`src/rtl/multdiv_pkg.sv`:
```
// Shared types for the iterative multiply/divide sequencer.
package multdiv_pkg;
  localparam int unsigned WIDTH_DEF = 32;
  localparam int unsigned CNT_W     = $clog2(WIDTH_DEF);

  typedef enum logic [1:0] {IDLE, MUL, DIV, DONE} state_e;
  typedef enum logic [1:0] {NOP, ADD, SUB} booth_op_e;
endpackage

```
`src/rtl/multdiv_counter.sv`:
```
// Iteration counter: cleared on start, advances while an op runs and holds
// at WIDTH-1 so it never wraps within an operation.
module multdiv_counter #(
  parameter int unsigned WIDTH = 32,
  parameter int unsigned CNT_W = multdiv_pkg::CNT_W
) (
  input  logic clock,
  input  logic reset,
  input  logic clr,
  input  logic inc,
  output logic last
);
  logic [CNT_W-1:0] count;

  assign last = (count == CNT_W'(WIDTH - 1));

  // Count register with clear taking priority over increment.
  always_ff @(posedge clock) begin
    if (reset || clr) count <= '0;
    else if (inc && !last) count <= count + CNT_W'(1);
  end
endmodule

```
`src/rtl/multdiv_seq.sv`:
```
// Iterative signed multiply (radix-2 Booth) / divide (restoring) sequencer.
// Optional feature macro: MULTDIV_EARLY_EXC_EN (divide-by-zero finishes in one cycle).
module multdiv_seq #(
  parameter int unsigned WIDTH = 32
) (
  input  logic             clock,
  input  logic             reset,
  input  logic             ctrl_MULT,
  input  logic             ctrl_DIV,
  input  logic [WIDTH-1:0] data_operandA,
  input  logic [WIDTH-1:0] data_operandB,
  output logic [WIDTH-1:0] data_result,
  output logic             data_exception,
  output logic             data_resultRDY,
  output logic             busy
);
  import multdiv_pkg::*;

  localparam int unsigned CW = (WIDTH > 1) ? $clog2(WIDTH) : 1;

  state_e           state_q, state_d;
  logic             start, early_dz, last;
  logic [WIDTH-1:0] hi_q, lo_q, m_q;
  logic             q1_q, neg_q, dz_q, ovf_q;
  logic [WIDTH-1:0] abs_a, abs_b;

  // Booth step signals
  booth_op_e        op;
  logic [WIDTH:0]   hx, mx, bsum;
  logic [WIDTH-1:0] b_hi, b_lo;
  logic [2*WIDTH-1:0] product;
  logic [WIDTH:0]   ptop;
  logic             mul_exc;

  // Restoring-divide step signals
  logic [WIDTH:0]   rsh, rdiff;
  logic             ge;
  logic [WIDTH-1:0] d_hi, d_lo, quo;

  assign start = ctrl_MULT | ctrl_DIV;
  assign abs_a = data_operandA[WIDTH-1] ? -data_operandA : data_operandA;
  assign abs_b = data_operandB[WIDTH-1] ? -data_operandB : data_operandB;

`ifdef MULTDIV_EARLY_EXC_EN
  assign early_dz = ctrl_DIV & ~ctrl_MULT & (data_operandB == '0);
`else
  assign early_dz = 1'b0;
`endif

  multdiv_counter #(.WIDTH(WIDTH), .CNT_W(CW)) u_counter (
    .clock (clock),
    .reset (reset),
    .clr   (start),
    .inc   (busy),
    .last  (last)
  );

  // State register.
  always_ff @(posedge clock) begin
    if (reset) state_q <= IDLE;
    else       state_q <= state_d;
  end

  // Next state and status outputs; a start overrides whatever is in flight.
  always_comb begin
    state_d        = state_q;
    busy           = 1'b0;
    data_resultRDY = 1'b0;
    case (state_q)
      MUL, DIV: begin
        busy = 1'b1;
        if (last) state_d = DONE;
      end
      DONE: begin
        data_resultRDY = 1'b1;
        state_d        = IDLE;
      end
      default: ;
    endcase
    if (start) state_d = early_dz ? DONE : (ctrl_MULT ? MUL : DIV);
  end

  // One Booth step; the add is done one bit wider so MIN multiplicands cannot overflow.
  always_comb begin
    op = NOP;
    case ({lo_q[0], q1_q})
      2'b01:   op = ADD;
      2'b10:   op = SUB;
      default: op = NOP;
    endcase
    hx = {hi_q[WIDTH-1], hi_q};
    mx = {m_q[WIDTH-1], m_q};
    case (op)
      ADD:     bsum = hx + mx;
      SUB:     bsum = hx - mx;
      default: bsum = hx;
    endcase
    b_hi    = bsum[WIDTH:1];
    b_lo    = {bsum[0], lo_q[WIDTH-1:1]};
    product = {b_hi, b_lo};
    ptop    = product[2*WIDTH-1:WIDTH-1];
    mul_exc = ~((&ptop) | ~(|ptop));
  end

  // One restoring-divide step on magnitudes, plus final sign fix.
  always_comb begin
    rsh   = {hi_q, lo_q[WIDTH-1]};
    rdiff = rsh - {1'b0, m_q};
    ge    = ~rdiff[WIDTH];
    d_hi  = ge ? rdiff[WIDTH-1:0] : rsh[WIDTH-1:0];
    d_lo  = {lo_q[WIDTH-2:0], ge};
    quo   = neg_q ? -d_lo : d_lo;
  end

  // Datapath: latch operands on start, iterate, write result on DONE entry.
  always_ff @(posedge clock) begin
    if (reset) begin
      hi_q <= '0; lo_q <= '0; m_q <= '0; q1_q <= 1'b0;
      neg_q <= 1'b0; dz_q <= 1'b0; ovf_q <= 1'b0;
      data_result <= '0; data_exception <= 1'b0;
    end else if (start) begin
      hi_q <= '0;
      q1_q <= 1'b0;
      if (ctrl_MULT) begin
        lo_q  <= data_operandB;
        m_q   <= data_operandA;
        neg_q <= 1'b0; dz_q <= 1'b0; ovf_q <= 1'b0;
      end else begin
        lo_q  <= abs_a;
        m_q   <= abs_b;
        neg_q <= data_operandA[WIDTH-1] ^ data_operandB[WIDTH-1];
        dz_q  <= (data_operandB == '0);
        ovf_q <= (data_operandA == {1'b1, {(WIDTH-1){1'b0}}}) && (data_operandB == '1);
      end
      if (early_dz) begin
        data_result    <= '0;
        data_exception <= 1'b1;
      end
    end else begin
      case (state_q)
        MUL: begin
          hi_q <= b_hi; lo_q <= b_lo; q1_q <= lo_q[0];
          if (last) begin
            data_result    <= product[WIDTH-1:0];
            data_exception <= mul_exc;
          end
        end
        DIV: begin
          hi_q <= d_hi; lo_q <= d_lo;
          if (last) begin
            if (dz_q) begin
              data_result <= '0; data_exception <= 1'b1;
            end else if (ovf_q) begin
              data_result <= {1'b1, {(WIDTH-1){1'b0}}}; data_exception <= 1'b1;
            end else begin
              data_result <= quo; data_exception <= 1'b0;
            end
          end
        end
        default: ;
      endcase
    end
  end
endmodule

```
`config.mk`:
```
export PLATFORM = sky130hd
export DESIGN_NAME = multdiv_seq
export DESIGN_NICKNAME = d
export VERILOG_FILES = /design/src/rtl/multdiv_pkg.sv /design/src/rtl/multdiv_counter.sv /design/src/rtl/multdiv_seq.sv
export SDC_FILE = /design/constraint.sdc
export NUM_CORES = 1
export LEC_CHECK = 0
export CAP_MARGIN = 20
export CORE_ASPECT_RATIO = 1.2
export CORE_MARGIN = 4
export CORE_UTILIZATION = 60
export CTS_BUF_LIST = sky130_fd_sc_hd__clkbuf_4 sky130_fd_sc_hd__clkbuf_8
export DETAILED_ROUTE_END_ITERATION = 10
export GPL_TIMING_DRIVEN = 0
export PLACE_DENSITY = 0.92
export SLEW_MARGIN = 20
export SYNTH_ARGS = -nofsm -noshare
export SYNTH_HDL_FRONTEND = slang
export SYNTH_HIERARCHICAL = 1
export SYNTH_SLANG_ARGS = --single-unit
```
`constraint.sdc`:
```
create_clock -name clock -period 15.3 [get_ports clock]
set_input_delay 4.59 -clock clock [delete_from_list [all_inputs] [get_ports clock]]
set_output_delay 4.59 -clock clock [all_outputs]
set_load 0.005 [all_outputs]
```
==> reports/metrics.yaml, run 1 <==
sta:
  holdWs_ns: 0.4922
  slew_viol_final: 0
  slew_headroom: 0.3071
  fin_setup_tns_ns: 0
  clock_skew_ns: 0.01511
  clock.fmax_mhz: 123.6
  hold_viol_final: 0
  fin_crit_sh: 0.5288
  tightestPinTransition_ns: 1.039
  rsz0062_at_grt: "no"
  fin_crit_ns: 8.090
  finalSetupViolations: 0
detailed_routing:
  routedWlPerCell_um: 24.02
  ant_nets: 0
  drcViolationCount: 1
  vias_per_cell: 6.924
  vias: 16611
  firstDrtPassIters: 11
  wl_um: 57630
  drtIter0Drc: 2174
setup_path:
  r2r_slack_ns: 7.82
  reg2reg_depth: 22
  r2r-start: "lo_q[31]$_SDFFE_PP0P_"
  worstPathArrival_ns: 3.50
  cp-endpoint: "busy"
  worst_setup_path_end_kind: "primary output"
  crit_path_start: "state_q[0]$_SDFFE_PP0P_"
  worstSetupPathType: "reg -> out"
  reg2reg_to: "data_result[30]$_SDFFE_PP0P_"
  required_ns: 10.71
  worst_setup_path_start_kind: "flip-flop"
  critPathMaxFanout: 14
place:
  port_buffers: 95
  gp_congestion: 1.063
  dpl.cell_count: 2366
  dp_hpwl_um: 45280
logic_synthesis:
  netlist.area_leader.share: 0.2012
  synth_flop_cell: "dfxtp_1"
  synth-async-reset-ratio: 0
  yosysSeqAreaShare: 0.2012
  synth.most_common_cell: "nor2_1"
  yosysTopAreaCell: "dfxtp_1"
  synth_common_cells: "nor2_1 (231), nand2_1 (170), a21oi_1 (153), dfxtp_1 (140), a211oi_1 (137)"
  yosysUniqueCellTypes: 85
  yosysWarnings: 6
  synth-edff-count: 0
  syn_inst: 1961
  ys_top_cells_by_area: "dfxtp_1 (20%), a211oi_1 (7.4%), ha_1 (6.7%), nor2_1 (6.2%), a21oi_1 (5.5%)"
  synth_area_mm2: 0.01393
  synth_nets: 2106
  ys_ff_latch: 140
  syn_avg_cell_area_um2: 7.105
cts:
  cts_tree: "done"
  root_buffer: "clkbuf_8"
  insertion_delay_ns: 0.50
  postCtsResizedCells: 0
  clk_pin_slew_ns: 0.09
  clock_sinks: 140
  post_cts_buffers: 0
  clk_path_buf_depth: 2
  hold_buffers: 0
  numCtsBuffers: 17
  h-tree-depth: 4
floorplan:
  core-area_mm2: 0.02267
  boundaryPins: 103
  initial_core_util: 0.6145
  dieArea_mm2: 0.02573
  die_w_um: 147.1
  fp-row-count: 60
  die_h_um: 174.9
worst_hold_path:
  hold_class: "reg -> reg"
grt:
  antenna_found_initial: 0
  grt.overflow.total: 0
  grt_max_degree: 17
  grt_pass1_wl_um: 88220
  track_usage: 0.4354
  grt_pass1_vias: 15926
power_and_ir_drop:
  leakagePower_nw: 5.809
  power_mw: 1.210
  vdd_ir_drop_max_mv: 0.05964
  powerDensity_mw_per_mm2: 77.24
flow_run:
  maxCapViolations: 0
layout:
  drive_above_1_share: 0.03544
  syn2layout_area_growth_pct: 12.40
  utilization: 0.6907
  fin_cells: 2399
  nNetsFinal: 2220
outcome:
  violations: "design-rule violations"
  status: "finished with violations"
placed cells by master, fill, tap and decap left out, types with 9 or more instances in the layout:
| cell type | count |
|---|---|
| nor2_1 | 230 |
| nand2_1 | 170 |
| a21oi_1 | 153 |
| dfxtp_1 | 140 |
| a211oi_1 | 137 |
| clkbuf_1 | 122 |
| o21ai_0 | 115 |
| clkdlybuf4s50_1 | 95 |
| nor3_1 | 84 |
| ha_1 | 75 |
| xor2_1 | 74 |
| inv_1 | 72 |
| xnor2_1 | 71 |
| nand4_1 | 33 |
| nor2b_1 | 33 |
| nand3_1 | 29 |
| nor4_1 | 28 |
| o31ai_1 | 26 |
| or3_1 | 23 |
| a21o_1 | 23 |
| o211ai_1 | 18 |
| mux2i_1 | 17 |
| clkbuf_8 | 17 |
| o21a_1 | 16 |
| a31oi_1 | 15 |
| buf_1 | 13 |
| nand2b_1 | 13 |
| or4_1 | 12 |
| o22ai_1 | 10 |
| and3_1 | 10 |
| a211o_1 | 9 |
logic make-up (layout without fill, tap and decap cells):
group                      after synthesis  count (layout)  share of synthesized area
AOI/OAI and AO/OA                      643             643                     0.3097
xor gates and xnor gates               146             146                    0.09232
adders and majority gates               77              77                    0.07023
buffers and inverters                  214             341                    0.05793
DFF                                    140             140                     0.2012
muxes                                   21              21                    0.01545
other                                    0               1                          0
and+or+nand+nor                        720             720                     0.2532
area by class of cell:
type                    instances  area (um^2)
diodes                          1        2.502
inverters                      76        285.3
plain buffers                 138        521.8
fillers                      2013         7012
multi-input cells            1607        10320
clock inverters                15        150.1
clock buffers                  17        234.0
well taps                     310        387.9
repair buffers                 95        950.9
flip-flops and latches        140         2803
worst min-delay path by stage:
stage	startpoint	to	slack [ns]	cells past startpoint
floorplan	u_counter/count[4]$_SDFFE_PP0P_	u_counter/count[4]$_SDFFE_PP0P_	0.44	2
global placement	u_counter/count[4]$_SDFFE_PP0P_	u_counter/count[4]$_SDFFE_PP0P_	0.45	2
detailed placement	data_result[28]$_SDFFE_PP0P_	data_result[28]$_SDFFE_PP0P_	0.48	2
CTS	u_counter/count[4]$_SDFFE_PP0P_	u_counter/count[4]$_SDFFE_PP0P_	0.50	2
global route	u_counter/count[4]$_SDFFE_PP0P_	u_counter/count[4]$_SDFFE_PP0P_	0.51	2
finish	u_counter/count[4]$_SDFFE_PP0P_	u_counter/count[4]$_SDFFE_PP0P_	0.49	2
flip-flops by register name, indices dropped and copies added, names as in the netlist:
| name | count |
|---|---|
| dz_q | 1 |
| m_q | 32 |
| data_exception | 1 |
| hi_q | 32 |
| state_q | 2 |
| ovf_q | 1 |
| q1_q | 1 |
| lo_q | 32 |
| neg_q | 1 |
| u_counter/count | 5 |
| data_result | 32 |
power by group:
group          total, mW  switching, mW  internal, mW
Sequential         0.414         0.0292         0.385
Combinational      0.489          0.317         0.172
Clock              0.306          0.185         0.121
Total               1.21          0.531         0.678
metal layers:
metal,track usage,routed length (um)
met1,0.4814,19710
met2,0.7145,26260
met3,0.09650,5931
met4,0.3551,5716
met5,0,0
critical path, stage by stage, from the launching register on:
cell             delay [ns]
dfxtp_1                0.40
inv_1                  0.06
ha_1                   0.27
clkbuf_1               0.63
clkinv_1               0.50
clkbuf_1               0.55
clkdlybuf4s50_1        0.60
metrics by stage:
stage	instance area, um^2	setup slack, ns
floorplan	13930	7.935
global placement	15270	7.121
detailed placement	15270	7.114
CTS	15660	7.344
global route	15660	7.159
finish	15660	7.210
Note: power is estimated with default switching activity, not from simulation.
==> run 2, diff against run 1 <==
- CORE_UTILIZATION: 60 -> 56
- PLACE_DENSITY: 0.92 -> 0.91
- clock period: 15.3 -> 6.5 ns (I/O delays scaled with it)
==> reports/metrics.yaml, run 2 (synthesized netlist as in run 1, its figures left out) <==
layout:
  syn2layout_area_growth_pct: 12.75
  fin_cells: 2408  # +0.38%
  final_cell_mix: "nor2_1 (231), nand2_1 (170), a21oi_1 (152), dfxtp_1 (140), a211oi_1 (137)"
  final_common_cell: "nor2_1"
  drive_above_1_share: 0.03594  # +0.0004961
  nNetsFinal: 2219  # -0.045%
  utilization: 0.6490  # -0.04169
  finalInstanceArea_mm2: 0.01571  # +0.31%
setup_path:
  reg2reg_to: "data_result[24]$_SDFFE_PP0P_"
  worstPathArrival_ns: 6.66  # +3.16 ns
  worst_setup_path_end_kind: "flip-flop"
  required_ns: 6.85  # -3.86 ns
  crit_path_start: "lo_q[31]$_SDFFE_PP0P_"
  crit_slowest_cell: "or4_1"
  worstSetupPathType: "reg -> reg"
  cp_top_family: "compound AO/OA/AOI/OAI gates"
  r2r_slack_ns: 0.19  # -7.63 ns
  cp_cell_sequence: "inv_1, ha_1, fa_1, nand2b_1, a21oi_2, o311ai_1, o21ba_2, o21a_1, o21ai_2, xnor2_2, inv_4, clkbuf_2, ha_1, nand3_1, or3_1, nand2b_1, or4_1, o21ai_0, xnor2_1, a211oi_1, nor3_1"
  cp-endpoint: "data_result[24]$_SDFFE_PP0P_"
  r2r-start: "lo_q[31]$_SDFFE_PP0P_"
  crit_buf_inv: 3  # -2
  max_stage_delay_ns: 0.51  # -0.12 ns
  reg2reg_depth: 21  # -4.5%
  worst_setup_path_start_kind: "flip-flop"
  critPathMaxFanout: 13  # -1
  path_depth: 21  # +15
detailed_routing:
  wl_um: 54910  # -4.7%
  routedWlPerCell_um: 22.80  # -5.1%
  drtIter0Drc: 1997  # -8.1%
  drcViolationCount: 0  # -1
  ant_nets: 0  # unchanged
  vias: 16278  # -2.0%
  vias_per_cell: 6.760  # -2.4%
  firstDrtPassIters: 8  # -3
cts:
  clock_sinks: 140  # unchanged
  cts_tree: "done"
  h-tree-depth: 4  # unchanged
  root_buffer: "clkbuf_8"
  postCtsResizedCells: 1  # +1
  numCtsBuffers: 17  # unchanged
  hold_buffers: 0  # unchanged
  insertion_delay_ns: 0.48  # -0.02 ns
  clk_pin_slew_ns: 0.09  # about the same
  post_cts_buffers: 0  # unchanged
  clk_path_buf_depth: 2  # unchanged
grt:
  antenna_found_initial: 3  # +3
  grt_pass1_wl_um: 84490  # -4.2%
  grt_pass1_vias: 15970  # +0.28%
  track_usage: 0.3793  # -0.05604
  grt_max_degree: 17  # unchanged
  grt.overflow.total: 0  # unchanged
sta:
  rsz0062_at_grt: "no"
  tightestPinTransition_ns: 1.090  # +0.05073 ns
  finalSetupViolations: 0  # unchanged
  final.setup.worst_slack_ns: 0.1944  # -7.016 ns
  clock.fmax_mhz: 158.6
  slew_viol_final: 0  # unchanged
  slew_headroom: 0.2684  # -0.03869
  fin_crit_sh: 0.9701
  clock_skew_ns: 0.01689  # +0.001779 ns
  fin_crit_ns: 6.306
  hold_viol_final: 0  # unchanged
power_and_ir_drop:
  vdd_ir_drop_max_mv: 0.1374  # +130%
  leakagePower_nw: 5.826  # +0.30%
  powerDensity_mw_per_mm2: 183.3  # +140%
worst_hold_path:
  hold_class: "reg -> reg"
  hold_path.startpoint: "u_counter/count[4]$_SDFFE_PP0P_"
  hold_depth: 2  # unchanged
place:
  gp_congestion: 1.029  # -3.2%
  place_ws_ns: -0.4936  # -7.607 ns
  postPlaceCellArea_mm2: 0.01528  # about the same
  port_buffers: 95  # unchanged
  dpl.cell_count: 2376  # +0.42%
  dp_hpwl_um: 42980  # -5.1%
floorplan:
  initial_core_util: 0.5756  # -0.03888
  core-area_mm2: 0.02420  # +6.8%
  dieArea_mm2: 0.02748  # +6.8%
  fp-row-count: 62  # +3.3%
  boundaryPins: 103  # unchanged
  die_w_um: 152.0  # +3.3%
  die_h_um: 180.8  # +3.4%
outcome:
  status: "finished, final reports clean"
flow_run:
  maxCapViolations: 0  # unchanged
==> run 2: how the worst min path moves through the flow <==
| stage | end | slack (ns) |
|---|---|---|
| after floorplan | u_counter/count[4]$_SDFFE_PP0P_ | 0.44 |
| after global placement | u_counter/count[4]$_SDFFE_PP0P_ | 0.45 |
| after detailed placement | u_counter/count[4]$_SDFFE_PP0P_ | 0.46 |
| after CTS | u_counter/count[4]$_SDFFE_PP0P_ | 0.47 |
| after global routing | u_counter/count[4]$_SDFFE_PP0P_ | 0.51 |
| final | u_counter/count[4]$_SDFFE_PP0P_ | 0.47 |
==> run 2: layout make-up <==
| cell class | count | area [um^2] |
|---|---|---|
| clock inverter | 11 | 142.6 |
| buffer | 137 | 519.2 |
| timing repair buffer | 95 | 950.9 |
| fill | 2189 | 8494 |
| sequential | 140 | 2803 |
| multi-input combinational | 1607 | 10330 |
| inverter | 76 | 287.8 |
| antenna | 1 | 2.502 |
| clock buffer | 21 | 276.5 |
| tap | 320 | 400.4 |
==> run 2: worst reg2reg max path, stage by stage, from the launching register on <==
cell,delay (ns)
dfxtp_1,0.37
inv_1,0.14
ha_1,0.26
fa_1,0.39
nand2b_1,0.21
a21oi_2,0.26
o311ai_1,0.23
o21ba_2,0.33
o21a_1,0.27
o21ai_2,0.24
xnor2_2,0.35
inv_4,0.36
clkbuf_2,0.40
ha_1,0.32
nand3_1,0.13
or3_1,0.44
nand2b_1,0.21
or4_1,0.51
o21ai_0,0.27
xnor2_1,0.11
a211oi_1,0.29
nor3_1,0.09
==> run 2: where the power goes <==
group          leakage (nW)  total [mW]  internal, mW  switching, mW
Combinational          4.47        1.14         0.406          0.732
Clock                 0.212       0.777         0.406          0.370
Sequential             1.15       0.965         0.906         0.0589
Total                  5.83        2.88          1.72           1.16
==> run 2: metrics by stage <==
step                power (mW)  setup TNS [ns]  hold WS, ns
detailed placement       2.067          -1.674       0.4587
floorplan                1.705               0       0.4394
global placement         2.046          -1.582       0.4522
CTS                      2.828               0       0.4694
global route             2.997               0       0.5098
finish                   2.880               0       0.4709
==> run 2: layer usage <==
layer  vias to the layer above  global-route usage  part of all wire
met5                         -                   0           0.00020
met4                         2              0.3169             0.094
met3                       355             0.07490             0.094
met2                      1065              0.6399              0.46
met1                      7386              0.4083              0.35
li1                       7470                   -                 -
==> run 3, diff against run 2 <==
- SLEW_MARGIN: 20 -> 5
==> results of run 3 <==
Final layout, timing and power as in run 2 (identical DEF).
